File: src/rtl/mpcu_datapath_pkg.sv
// Shared state-code definitions for the microprogram control unit and its datapath.
package mpcu_datapath_pkg;

  localparam int unsigned STATE_W = 4;

  typedef enum logic [STATE_W-1:0] {
    Y0 = 4'd0,
    Y1 = 4'd1,
    Y2 = 4'd2,
    Y3 = 4'd3,
    Y4 = 4'd4,
    Y5 = 4'd5,
    Y6 = 4'd6,
    Y7 = 4'd7,
    Y8 = 4'd8,
    YK = 4'd9
  } state_e;

  function automatic logic is_legal_code(input logic [STATE_W-1:0] code);
    return code <= YK;
  endfunction

endpackage

File: src/rtl/mpcu_datapath_if.sv
// Control-code, operand and status bundle between control unit / bench and the datapath.
interface mpcu_datapath_if #(
  parameter int unsigned WIDTH = 8
);
  import mpcu_datapath_pkg::*;

  logic [STATE_W-1:0] i_state;
  logic [WIDTH-1:0]   i_a;
  logic [WIDTH-1:0]   i_b;
  logic               o_x1;
  logic               o_x2;
  logic [2*WIDTH-1:0] o_result;
  logic               o_valid;
  logic               o_err;

  modport master (
    output i_state, i_a, i_b,
    input  o_x1, o_x2, o_result, o_valid, o_err
  );

  modport slave (
    input  i_state, i_a, i_b,
    output o_x1, o_x2, o_result, o_valid, o_err
  );

endinterface

File: src/rtl/mpcu_datapath.sv
// Shift-free multiplier datapath: executes the micro-operation selected by the control
// code each cycle and computes A*B by repeated addition.
module mpcu_datapath
  import mpcu_datapath_pkg::*;
#(
  parameter int unsigned WIDTH = 8
) (
  input  logic          i_clk,
  input  logic          i_rst,
  mpcu_datapath_if.slave bus
);

  logic [WIDTH-1:0]   a_q, a_d;
  logic [WIDTH-1:0]   b_q, b_d;
  logic [WIDTH-1:0]   cnt_q, cnt_d;
  logic [2*WIDTH-1:0] acc_q, acc_d;
  logic [2*WIDTH-1:0] result_q, result_d;
  logic               valid_q, valid_d;
  logic               err_q, err_d;

  always_comb begin
    a_d      = a_q;
    b_d      = b_q;
    cnt_d    = cnt_q;
    acc_d    = acc_q;
    result_d = result_q;
    err_d    = err_q;
    // valid is a one-cycle pulse: only the edge ending Y8 sets it
    valid_d  = 1'b0;
    case (bus.i_state)
      Y0: begin
        a_d   = bus.i_a;
        b_d   = bus.i_b;
        cnt_d = '0;
        acc_d = '0;
        err_d = 1'b0;
      end
      Y2: acc_d = '0;
      Y4: begin
        acc_d = acc_q + {{WIDTH{1'b0}}, a_q};
        cnt_d = cnt_q + {{(WIDTH-1){1'b0}}, 1'b1};
      end
      Y6: result_d = acc_q;
      Y7: result_d = '0;
      Y8: valid_d  = 1'b1;
      default: begin
        if (!is_legal_code(bus.i_state)) err_d = 1'b1;
      end
    endcase
  end

  always_ff @(posedge i_clk or posedge i_rst) begin
    if (i_rst) begin
      a_q      <= '0;
      b_q      <= '0;
      cnt_q    <= '0;
      acc_q    <= '0;
      result_q <= '0;
      valid_q  <= 1'b0;
      err_q    <= 1'b0;
    end else begin
      a_q      <= a_d;
      b_q      <= b_d;
      cnt_q    <= cnt_d;
      acc_q    <= acc_d;
      result_q <= result_d;
      valid_q  <= valid_d;
      err_q    <= err_d;
    end
  end

  assign bus.o_x1     = (b_q != '0);
  assign bus.o_x2     = (cnt_q == b_q);
  assign bus.o_result = result_q;
  assign bus.o_valid  = valid_q;
  assign bus.o_err    = err_q;

endmodule

File: src/flat_wrapper.sv
// flat-port wrapper written by rule: the top's interface ports become plain ports
module mpcu_datapath_flat import mpcu_datapath_pkg::*;
#(
  parameter int unsigned WIDTH = 8
)
  (i_clk, i_rst, bus_i_state, bus_i_a, bus_i_b, bus_o_x1, bus_o_x2, bus_o_result, bus_o_valid, bus_o_err);
  mpcu_datapath_if #(.WIDTH(WIDTH)) bus_i ();
  input  logic i_clk;
  input  logic i_rst;
  input wire logic [$bits(bus_i.i_state)-1:0] bus_i_state;
  input wire logic [$bits(bus_i.i_a)-1:0] bus_i_a;
  input wire logic [$bits(bus_i.i_b)-1:0] bus_i_b;
  output wire logic [$bits(bus_i.o_x1)-1:0] bus_o_x1;
  output wire logic [$bits(bus_i.o_x2)-1:0] bus_o_x2;
  output wire logic [$bits(bus_i.o_result)-1:0] bus_o_result;
  output wire logic [$bits(bus_i.o_valid)-1:0] bus_o_valid;
  output wire logic [$bits(bus_i.o_err)-1:0] bus_o_err;
  assign bus_i.i_state = bus_i_state;
  assign bus_i.i_a = bus_i_a;
  assign bus_i.i_b = bus_i_b;
  assign bus_o_x1 = bus_i.o_x1;
  assign bus_o_x2 = bus_i.o_x2;
  assign bus_o_result = bus_i.o_result;
  assign bus_o_valid = bus_i.o_valid;
  assign bus_o_err = bus_i.o_err;
  mpcu_datapath #(.WIDTH(WIDTH)) u_core (.i_clk(i_clk), .i_rst(i_rst), .bus(bus_i));
endmodule
File: config.mk
export PLATFORM = sky130hd
export DESIGN_NAME = mpcu_datapath_flat
export DESIGN_NICKNAME = d
export VERILOG_FILES = /design/src/rtl/mpcu_datapath_pkg.sv /design/src/rtl/mpcu_datapath_if.sv /design/src/rtl/mpcu_datapath.sv /design/src/flat_wrapper.sv
export SDC_FILE = /design/constraint.sdc
export NUM_CORES = 1
export LEC_CHECK = 0
export ABC_AREA = 0
export CORE_ASPECT_RATIO = 0.8
export CORE_MARGIN = 2
export CORE_UTILIZATION = 58
export DETAILED_ROUTE_END_ITERATION = 7
export PLACE_DENSITY = 0.84
export SYNTH_ARGS = -nofsm -noshare
export SYNTH_HDL_FRONTEND = slang
export SYNTH_SLANG_ARGS = --single-unit
File: constraint.sdc
create_clock -name i_clk -period 4.3 [get_ports i_clk]
set_input_delay 1.29 -clock i_clk [delete_from_list [all_inputs] [get_ports i_clk]]
set_output_delay 1.29 -clock i_clk [all_outputs]
set_load 0.01 [all_outputs]
==> results_dict.tcl, run 1 <==
set metrics [dict create \
    antenna_found_initial 0 \
    avgViaCountPerCell 5.64 \
    min_path_type "flop to flop" \
    cts_tree "yes" \
    cts_max_level 3 \
    final_cells 402 \
    drv_slew 0 \
    rsz0062_at_grt "false" \
    worst-endpoint-required_ns 4.56 \
    drcViolationCount 0 \
    die_x_um 83.7 \
    rr_endpoint "u_core.acc_q[12]" \
    cts_root_buf "clkbuf_8" \
    fin_crit_sh_pct 71.6 \
    hpwl_um 4310 \
    leakage_nw 1.47 \
    outcome "finished clean" \
    top_usage_layer "met1" \
    drt-initial-drc-count 273 \
    fmax_ghz 0.325 \
    synthCells 291 \
    finalWirelength_um 5890 \
    gr-usage-all-layers_pct 23.2 \
    holdBufCountCts 0 \
    crit_path_max_fanout 13 \
    gp_congestion 0.911 \
    synth-edff-count 0 \
    io_pins 42 \
    worstSetupEndpointType "flop" \
    die_area_um2 5670 \
    final_hold_viol_count 0 \
    ys.warnings.count 0 \
    grt_pass1_wl_um 10000 \
    n_fill_cell 366 \
    ys_seq_area_share_pct 49.3 \
    grtUsageMet1_pct 32.9 \
    area_growth_pct 21.7 \
    nets 368 \
    arrival_ns 3.34 \
    die_h_um 67.8 \
    cts_buffers 9 \
    grt-ovfl-total 0 \
    reg2reg_from "u_core.acc_q[0]" \
    ys_types 48 \
    drv_cap 0 \
    core_um2 4950 \
    worstHoldPathCells 2 \
    max-slew-margin-rel_pct 59.2 \
    hold_start "u_core.bus.o_result[10]" \
    cts_setup_buffers 0 \
    ant_nets 0 \
    wl_per_cell_um 14.6 \
    cts.reportedPaths.clkPinSlew_ns 0.06 \
    dominantRegCellSynth "dfrtp_1" \
    synth_seq_cells 58 \
    num_vias 2267 \
    synth_nets 323 \
    finalSetupTns_ns 0 \
    reg2reg_depth 8 \
    start_kind "primary input" \
    fin_worst_skew_ns 0.00946 \
    drive_gt1_share_pct 10.6 \
    synth.avg_cell_area_um2 10.1 \
    use_met3_pct 8.44 \
    async_flop_share_pct 100 \
    powerDensity_nw_per_um2 431 \
    tightest_slew_ns 0.608 \
    dp.cells 387 \
    critical_path_class "primary input to flop" \
    fin_util_pct 72.4 \
    diodes 0 \
    holdWs_ns 0.479 \
    grt_max_degree 33 \
    num_rows 23 \
    clk_latency_ns 0.33 \
    met2_usage_pct 32.9 \
    cts.path.max_buffers 2 \
    min_to "u_core.bus.o_result[10]" \
    cts_resized 0 \
    cts_sinks 58 \
    firstDrtPassIters 5 \
    min_period_ns 3.08 \
    setup-violations-final 0 \
    grt_pass1_vias 2074 \
    initial_core_util_pct 59.5 \
    max-vdd-ir-drop_mv 0.259 \
    synth_area_um2 2950 \
    r2r_setup_slack_ns 1.98 \
    io_buffers 41 \
]
==> metal layers <==
layer / wire length (um) / part of all wire [%]
met1: 2850 / 48
met2: 2520 / 43
met3: 432 / 7.3
met4: 86 / 1.5
met5: 0 / 0
==> cell type report <==
class / instances / area [um2] / area share, %
Tap cell: 62 / 77.6 / 2.16
Inverter: 6 / 22.5 / 0.628
Timing Repair Buffer: 46 / 448 / 12.5
Clock inverter: 3 / 40.0 / 1.12
Multi-Input combinational cell: 215 / 1400 / 39.1
Clock buffer: 12 / 145 / 4.05
Sequential cell: 58 / 1450 / 40.5
==> Yosys cell counts, types with 2 or more instances <==
| cell | count | area [um2] |
|---|---|---|
| dfrtp_1 | 58 | 1450 |
| nor3_2 | 2 | 20.0 |
| nor2b_1 | 2 | 12.5 |
| xnor2_1 | 10 | 87.6 |
| clkbuf_1 | 7 | 26.3 |
| buf_4 | 2 | 15.0 |
| o211ai_1 | 3 | 22.5 |
| inv_1 | 6 | 22.5 |
| nand2b_1 | 17 | 106 |
| mux2_2 | 7 | 78.8 |
| o21ai_0 | 33 | 165 |
| or4_1 | 4 | 30.0 |
| a311oi_1 | 2 | 17.5 |
| nor4_1 | 2 | 12.5 |
| ha_1 | 9 | 113 |
| xor2_1 | 6 | 52.6 |
| nand2_1 | 36 | 135 |
| nand3_1 | 10 | 50.1 |
| a21oi_1 | 14 | 70.1 |
| nand4_1 | 4 | 25.0 |
| nor2_1 | 12 | 45.0 |
| nor3_1 | 4 | 20.0 |
| or3_1 | 6 | 37.5 |
| mux2_1 | 8 | 90.1 |
| o31ai_1 | 4 | 30.0 |
==> power breakdown <==
part | switching, W | internal, W | total [W]
clock network | 0.000201 | 0.000278 | 0.000480
logic | 0.000193 | 0.000181 | 0.000374
registers | 0.0000717 | 0.000621 | 0.000693
==> per-stage QoR <==
| stage | instance area (um2) | setup slack, ns | total power (W) |
|---|---|---|---|
| after floorplan | 2950 | 1.58 | 0.000952 |
| after global placement | 3400 | 0.979 | 0.00105 |
| after detailed placement | 3400 | 0.921 | 0.00107 |
| after CTS | 3590 | 1.20 | 0.00156 |
| after global routing | 3590 | 1.07 | 0.00164 |
| final | 3590 | 1.22 | 0.00155 |
==> kinds of logic (layout without fill, tap and decap cells) <==
logic type      Yosys count  count (layout)  share of synthesized area [%]
simple gates            108             108                           19.1
compound gates           66              66                           13.5
xor+xnor                 16              16                           4.76
buf+inv                  18              67                           3.18
flops                    58              58                           49.3
mux                      15              15                           5.73
fa+ha+maj                10              10                           4.50
==> critical path, stage by stage <==
cell	delay, ns
clkdlybuf4s50_1	0.67
a211oi_4	0.42
and3_4	0.25
nand4_1	0.13
or4_1	0.42
a21oi_1	0.15
==> registers in the layout, indices dropped and copies added (netlist names) <==
register             cells
u_core.a_q               8
u_core.cnt_q             8
u_core.b_q               8
u_core.bus.o_err         1
u_core.acc_q            16
u_core.bus.o_valid       1
u_core.bus.o_result     16
==> worst max path at each step <==
| stage | startpoint | end | slack (ns) |
|---|---|---|---|
| final | bus_i_state[2] | u_core.acc_q[15] | 1.22 |
| after global routing | u_core.cnt_q[3] | bus_o_x2 | 1.07 |
| after CTS | u_core.cnt_q[3] | bus_o_x2 | 1.20 |
| after detailed placement | bus_i_state[2] | u_core.acc_q[15] | 0.92 |
| after global placement | bus_i_state[2] | u_core.acc_q[11] | 0.98 |
| after floorplan | i_rst | u_core.a_q[0] | 1.58 |
==> layout by cell type (no fill, tap or decap), drive strengths merged, types with 3 or more instances in the layout <==
| cell | n |
|---|---|
| a21oi | 14 |
| buf | 5 |
| clkbuf | 12 |
| clkdlybuf4s50 | 41 |
| dfrtp | 58 |
| ha | 9 |
| inv | 6 |
| mux2 | 15 |
| nand2 | 37 |
| nand2b | 17 |
| nand3 | 10 |
| nand4 | 4 |
| nor2 | 13 |
| nor3 | 6 |
| o211ai | 3 |
| o21ai | 34 |
| o31ai | 4 |
| or3 | 7 |
| or4 | 4 |
| xnor2 | 10 |
| xor2 | 6 |
Power figures use the tool's default switching activity.
==> run 2, diff against run 1 <==
--- a/config.mk
+++ b/config.mk
@@ -8,9 +8,9 @@
 export ABC_AREA = 0
 export CORE_ASPECT_RATIO = 0.8
 export CORE_MARGIN = 2
-export CORE_UTILIZATION = 58
+export CORE_UTILIZATION = 49
 export DETAILED_ROUTE_END_ITERATION = 7
-export PLACE_DENSITY = 0.84
+export PLACE_DENSITY = 0.76
 export SYNTH_ARGS = -nofsm -noshare
 export SYNTH_HDL_FRONTEND = slang
 export SYNTH_SLANG_ARGS = --single-unit
==> constraint.sdc (replaced) <==
create_clock -name i_clk -period 2.6 [get_ports i_clk]
set_input_delay 0.78 -clock i_clk [delete_from_list [all_inputs] [get_ports i_clk]]
set_output_delay 0.78 -clock i_clk [all_outputs]
set_load 0.01 [all_outputs]
==> run 2 against run 1 <==
- die area grew 17%
- highest routed layer unchanged
- cell area rose by 4.5%
- global-route usage is 3.5 points lower
- sequential cell count unchanged
- clock-buffer cell count decreased by 2
- clock skew fell by 0.0018 ns
- critical endpoint is now bus_o_x2
- hold slack got worse by 0.0039 ns
==> results_dict.tcl, run 2 (synthesized netlist as in run 1, its figures left out) <==
set metrics [dict create \
    io_buffers 41 \
    die_x_um 90.7 \
    worst-endpoint-required_ns 1.82 \
    max-slew-margin-rel_pct 63.9 \
    antenna_found_initial 0 \
    die_area_um2 6650 \
    final_common_cell "dfrtp_1" \
    fin_worst_skew_ns 0.00767 \
    crit_path_max_fanout 4 \
    fmax_ghz 0.396 \
    hpwl_um 4460 \
    cts_buffers 9 \
    grt_pass1_wl_um 10300 \
    pwr-share-seq_pct 44.7 \
    pwr-share-comb_pct 24.5 \
    finalWirelength_um 6110 \
    switching_power_w 0.000790 \
    grt_pass1_vias 2103 \
    crit_chain "xnor2_1 -> nand4_1 -> nor2_1 -> clkdlybuf4s50_1" \
    min_path_type "flop to flop" \
    start_kind "flop" \
    ant_nets 0 \
    diodes 0 \
    critical_path_class "flop to output pin" \
    internal_power_w 0.00180 \
    num_vias 2342 \
    drive_gt1_share_pct 15.1 \
    worstSetupEndpointType "output pin" \
    dp.cells 418 \
    fin_crit_sh_pct 97.0 \
    final_area_um2 3750 \
    n_fill_cell 474 \
    nets 380 \
    cts.reportedPaths.clkPinSlew_ns 0.07 \
    path_buf_inv 1 \
    firstDrtPassIters 4 \
    final_cell_mix "dfrtp_1 (57), clkdlybuf4s50_1 (41), nand2_1 (36)" \
    gp_congestion 0.869 \
    cts_setup_buffers 0 \
    cts_tree "yes" \
    avgViaCountPerCell 5.41 \
    cts.path.max_buffers 2 \
    drv_slew 0 \
    clk_latency_ns 0.33 \
    seq_area_um2 1450 \
    final_cells 433 \
    initial_core_util_pct 50.4 \
    wl_per_cell_um 14.1 \
    arrival_ns 1.74 \
    clkPwrFrac_pct 30.9 \
    drcViolationCount 0 \
    drt-initial-drc-count 128 \
    tightest_slew_ns 0.538 \
    cts_max_level 3 \
    area_growth_pct 27.2 \
    gr-usage-all-layers_pct 19.7 \
    setup-violations-final 0 \
    final_hold_viol_count 0 \
    crit_family "buffers and inverters" \
    finalPower_w 0.00259 \
    cts_root_buf "clkbuf_8" \
    min_period_ns 2.52 \
    p_sw_share_pct 30.5 \
    place_area_um2 3540 \
    io_pins 42 \
    finalSetupTns_ns 0 \
    max-vdd-ir-drop_mv 0.377 \
    leakage_nw 1.55 \
    num_rows 25 \
    fin_util_pct 64.1 \
    multi_input_area_um2 1420 \
    holdBufCountCts 0 \
    powerDensity_nw_per_um2 691 \
    core_um2 5850 \
    grt_max_degree 59 \
    cts_resized 0 \
    cts_sinks 58 \
    slowest_delay_ns 0.55 \
    slowest_stage "clkdlybuf4s50_1" \
    drv_cap 0 \
    outcome "finished clean" \
    die_h_um 73.4 \
    grt-ovfl-total 0 \
]
-- run 2: final cells by class --
| type | count | area share, % |
|---|---|---|
| clock buffers | 10 | 3.67 |
| clock inverters | 5 | 1.47 |
| inverters | 6 | 0.601 |
| flip-flops and latches | 58 | 38.8 |
| well taps | 81 | 2.70 |
| multi-input cells | 215 | 37.8 |
| repair buffers | 58 | 15.0 |
-- run 2: routing by layer --
layer	vias up	routed length (um)	track usage, %
met5	-	0	0
met4	0	91	6.84
met3	8	349	4.62
met2	74	2580	28.9
met1	1121	3080	28.8
li1	1139	-	-
-- run 2: power groups by stage --
stage,sequential [W],combinational [W],clock [W]
6_report,0.00116,0.000634,0.000800
5_1_grt,0.00117,0.000716,0.000854
4_1_cts,0.00115,0.000629,0.000827
3_5_place_dp,0.00117,0.000627,0
3_3_place_gp,0.00116,0.000605,0
2_1_floorplan,0.00113,0.000442,0
-- run 2: stage by stage --
stage | hold WS [ns] | setup WS, ns
final | 0.475 | 0.0772
after global routing | 0.511 | -0.00800
after CTS | 0.483 | 0.0539
after detailed placement | 0.469 | -0.00669
after global placement | 0.462 | 0.0161
after floorplan | 0.462 | 0.392
-- run 2: final timing paths --
| kind | from | end | slack, ns | cells after the start |
|---|---|---|---|---|
| worst max-delay path | u_core.cnt_q[1] | bus_o_x2 | 0.08 | 4 |
| worst min-delay path | u_core.bus.o_result[0] | u_core.bus.o_result[0] | 0.48 | 2 |
| worst max register to register | u_core.acc_q[0] | u_core.acc_q[12] | 0.27 | 8 |
| worst min register to register | u_core.bus.o_result[0] | u_core.bus.o_result[0] | 0.48 | 2 |
| max in group asynchronous | i_rst | u_core.acc_q[8] | 1.53 | 3 |
| min in group asynchronous | i_rst | u_core.acc_q[0] | 0.81 | 3 |
-- run 2: tightest hold or removal path, cell delays in order, from the launching register on --
cell     delay, ns
dfrtp_1       0.34
nand2_1       0.05
o21ai_0       0.06
==> run 3, diff against run 2 <==
--- a/config.mk
+++ b/config.mk
@@ -5,7 +5,6 @@
 export SDC_FILE = /design/constraint.sdc
 export NUM_CORES = 1
 export LEC_CHECK = 0
-export ABC_AREA = 0
 export CORE_ASPECT_RATIO = 0.8
 export CORE_MARGIN = 2
 export CORE_UTILIZATION = 49
==> constraint.sdc (replaced) <==
create_clock -name i_clk -period 2.29 [get_ports i_clk]
set_input_delay 0.687 -clock i_clk [delete_from_list [all_inputs] [get_ports i_clk]]
set_output_delay 0.687 -clock i_clk [all_outputs]
set_load 0.01 [all_outputs]
==> run 3 against run 2 <==
- setup slack improved by 0.012 ns
- clock-buffer cell count fell by 1
- combinational power grew 18%
- first-iteration DRC count increased by 29%
- cell count up 2.3%
- sequential share of layout area fell by 0.88 points
- die area stayed put
- cell area up 2.3%
- sequential power is 13% higher
==> results_dict.tcl, run 3 (synthesized netlist as in run 1, its figures left out) <==
set metrics [dict create \
    die_x_um 90.7 \
    drt-initial-drc-count 165 \
    min_path_type "flop to flop" \
    drv_cap 0 \
    max-vdd-ir-drop_mv 0.521 \
    p_sw_share_pct 31.7 \
    arrival_ns 2.48 \
    final_cell_mix "dfrtp_1 (57), clkdlybuf4s50_1 (39), nand2_1 (36)" \
    r2r_setup_slack_ns 0.09 \
    fin_util_pct 65.6 \
    finalWirelength_um 6210 \
    dp.cells 427 \
    internal_power_w 0.00205 \
    fin_crit_sh_pct 96.1 \
    firstDrtPassIters 5 \
    grt_pass1_vias 2243 \
    leakage_nw 1.59 \
    tightest_slew_ns 0.577 \
    hold_start "u_core.bus.o_result[0]" \
    min_to "u_core.bus.o_result[0]" \
    pwr-share-seq_pct 43.5 \
    finalPower_w 0.00300 \
    cts_setup_buffers 0 \
    max-slew-margin-rel_pct 61.2 \
    gr-usage-all-layers_pct 21.2 \
    num_vias 2340 \
    powerDensity_nw_per_um2 782 \
    cts_tree "yes" \
    crit_family "simple AND/OR/NAND/NOR gates" \
    io_pins 42 \
    worstHoldPathCells 2 \
    cts_buffers 9 \
    wl_per_cell_um 14.0 \
    cts_max_level 3 \
    reg2reg_from "u_core.acc_q[0]" \
    die_h_um 73.4 \
    num_rows 25 \
    pwr-share-comb_pct 24.8 \
    switching_power_w 0.000952 \
    final_common_cell "dfrtp_1" \
    diodes 0 \
    drive_gt1_share_pct 18.0 \
    finalSetupTns_ns 0 \
    path_buf_inv 1 \
    area_growth_pct 30.2 \
    final_hold_viol_count 0 \
    rr_endpoint "u_core.acc_q[12]" \
    clk_latency_ns 0.34 \
    critical_path_class "flop to flop" \
    core_um2 5850 \
    initial_core_util_pct 50.4 \
    die_area_um2 6650 \
    setup-violations-final 0 \
    cts_root_buf "clkbuf_8" \
    holdBufCountCts 0 \
    grt_max_degree 59 \
    fin_worst_skew_ns 0.0101 \
    crit_chain "ha_2 -> inv_1 -> fa_1 -> nand2b_1 -> a21oi_2 -> o21ai_2 -> or4_1 -> nand2_1" \
    drcViolationCount 0 \
    final_area_um2 3840 \
    grt_pass1_wl_um 11000 \
    min_period_ns 2.20 \
    ant_nets 0 \
    avgViaCountPerCell 5.28 \
    place_area_um2 3620 \
    worst-endpoint-required_ns 2.57 \
    worstSetupEndpointType "flop" \
    outcome "finished clean" \
    reg2reg_depth 8 \
    fmax_ghz 0.454 \
    cts.path.max_buffers 2 \
    hpwl_um 4720 \
    clkPwrFrac_pct 31.6 \
    io_buffers 41 \
    cts.reportedPaths.clkPinSlew_ns 0.07 \
    final_cells 443 \
    antenna_found_initial 0 \
    slowest_delay_ns 0.48 \
    grt-ovfl-total 0 \
    start_kind "flop" \
    slowest_stage "or4_1" \
    nets 389 \
    crit_path_max_fanout 8 \
    path_depth 8 \
    gp_congestion 0.877 \
    cts_sinks 58 \
    drv_slew 0 \
]
==> run 3: cell types whose count changed in the layout (fill, tap and decap cells not counted), sizes merged <==
cell / change
clkinv: +1
clkdlybuf4s50: -2
inv: +2
clkbuf: -1
buf: +9
dlygate4sd2: +2
clkinvlp: -1
==> run 3: timing repair <==
action,4_1_cts,5_1_grt
hold endpoints to repair,0,0
setup endpoints to repair,4,4
gates cloned,0,0
resized for setup,5,2
==> run 3: worst max path at each step <==
| stage | start | to | slack, ns |
|---|---|---|---|
| finish | u_core.acc_q[0] | u_core.acc_q[12] | 0.09 |
| global route | u_core.a_q[0] | u_core.acc_q[14] | -0.01 |
| CTS | u_core.acc_q[0] | u_core.acc_q[12] | 0.008 |
| detailed placement | bus_i_state[0] | u_core.cnt_q[7] | -0.19 |
| global placement | bus_i_state[0] | u_core.cnt_q[7] | -0.16 |
| floorplan | i_rst | u_core.a_q[0] | 0.18 |
==> run 3: area by class of cell <==
cell class | instances | area, um2
clock buffers | 9 | 124
clock inverters | 7 | 77.6
fillers | 491 | 2010
inverters | 6 | 22.5
multi-input cells | 215 | 1420
flip-flops and latches | 58 | 1450
well taps | 81 | 101
repair buffers | 67 | 641
==> run 3: tightest hold or removal path, stage by stage, from the launching register on <==
cell,delay [ns]
dfrtp_1,0.34
nand2_1,0.05
o21ai_0,0.06
==> run 3: routing by layer <==
metal,routed length (um),vias to the layer above,track usage [%]
li1,-,1164,-
met1,3050,1105,29.3
met2,2710,66,32.1
met3,391,5,5.74
met4,63,0,8.38
met5,0,-,0
==> run 3: through the flow <==
step                setup slack [ns]  hold WS, ns
floorplan                      0.175        0.462
global placement              -0.162        0.460
detailed placement            -0.191        0.469
CTS                          0.00819        0.485
global route                 -0.0134        0.523
finish                        0.0892        0.477
==> run 3: power groups by stage <==
stage	clock, W	sequential, W	combinational (W)
3_3_place_gp	0	0.00131	0.000708
5_1_grt	0.00102	0.00133	0.000844
4_1_cts	0.000971	0.00131	0.000746
6_report	0.000949	0.00131	0.000745
3_5_place_dp	0	0.00132	0.000738
2_1_floorplan	0	0.00129	0.000502
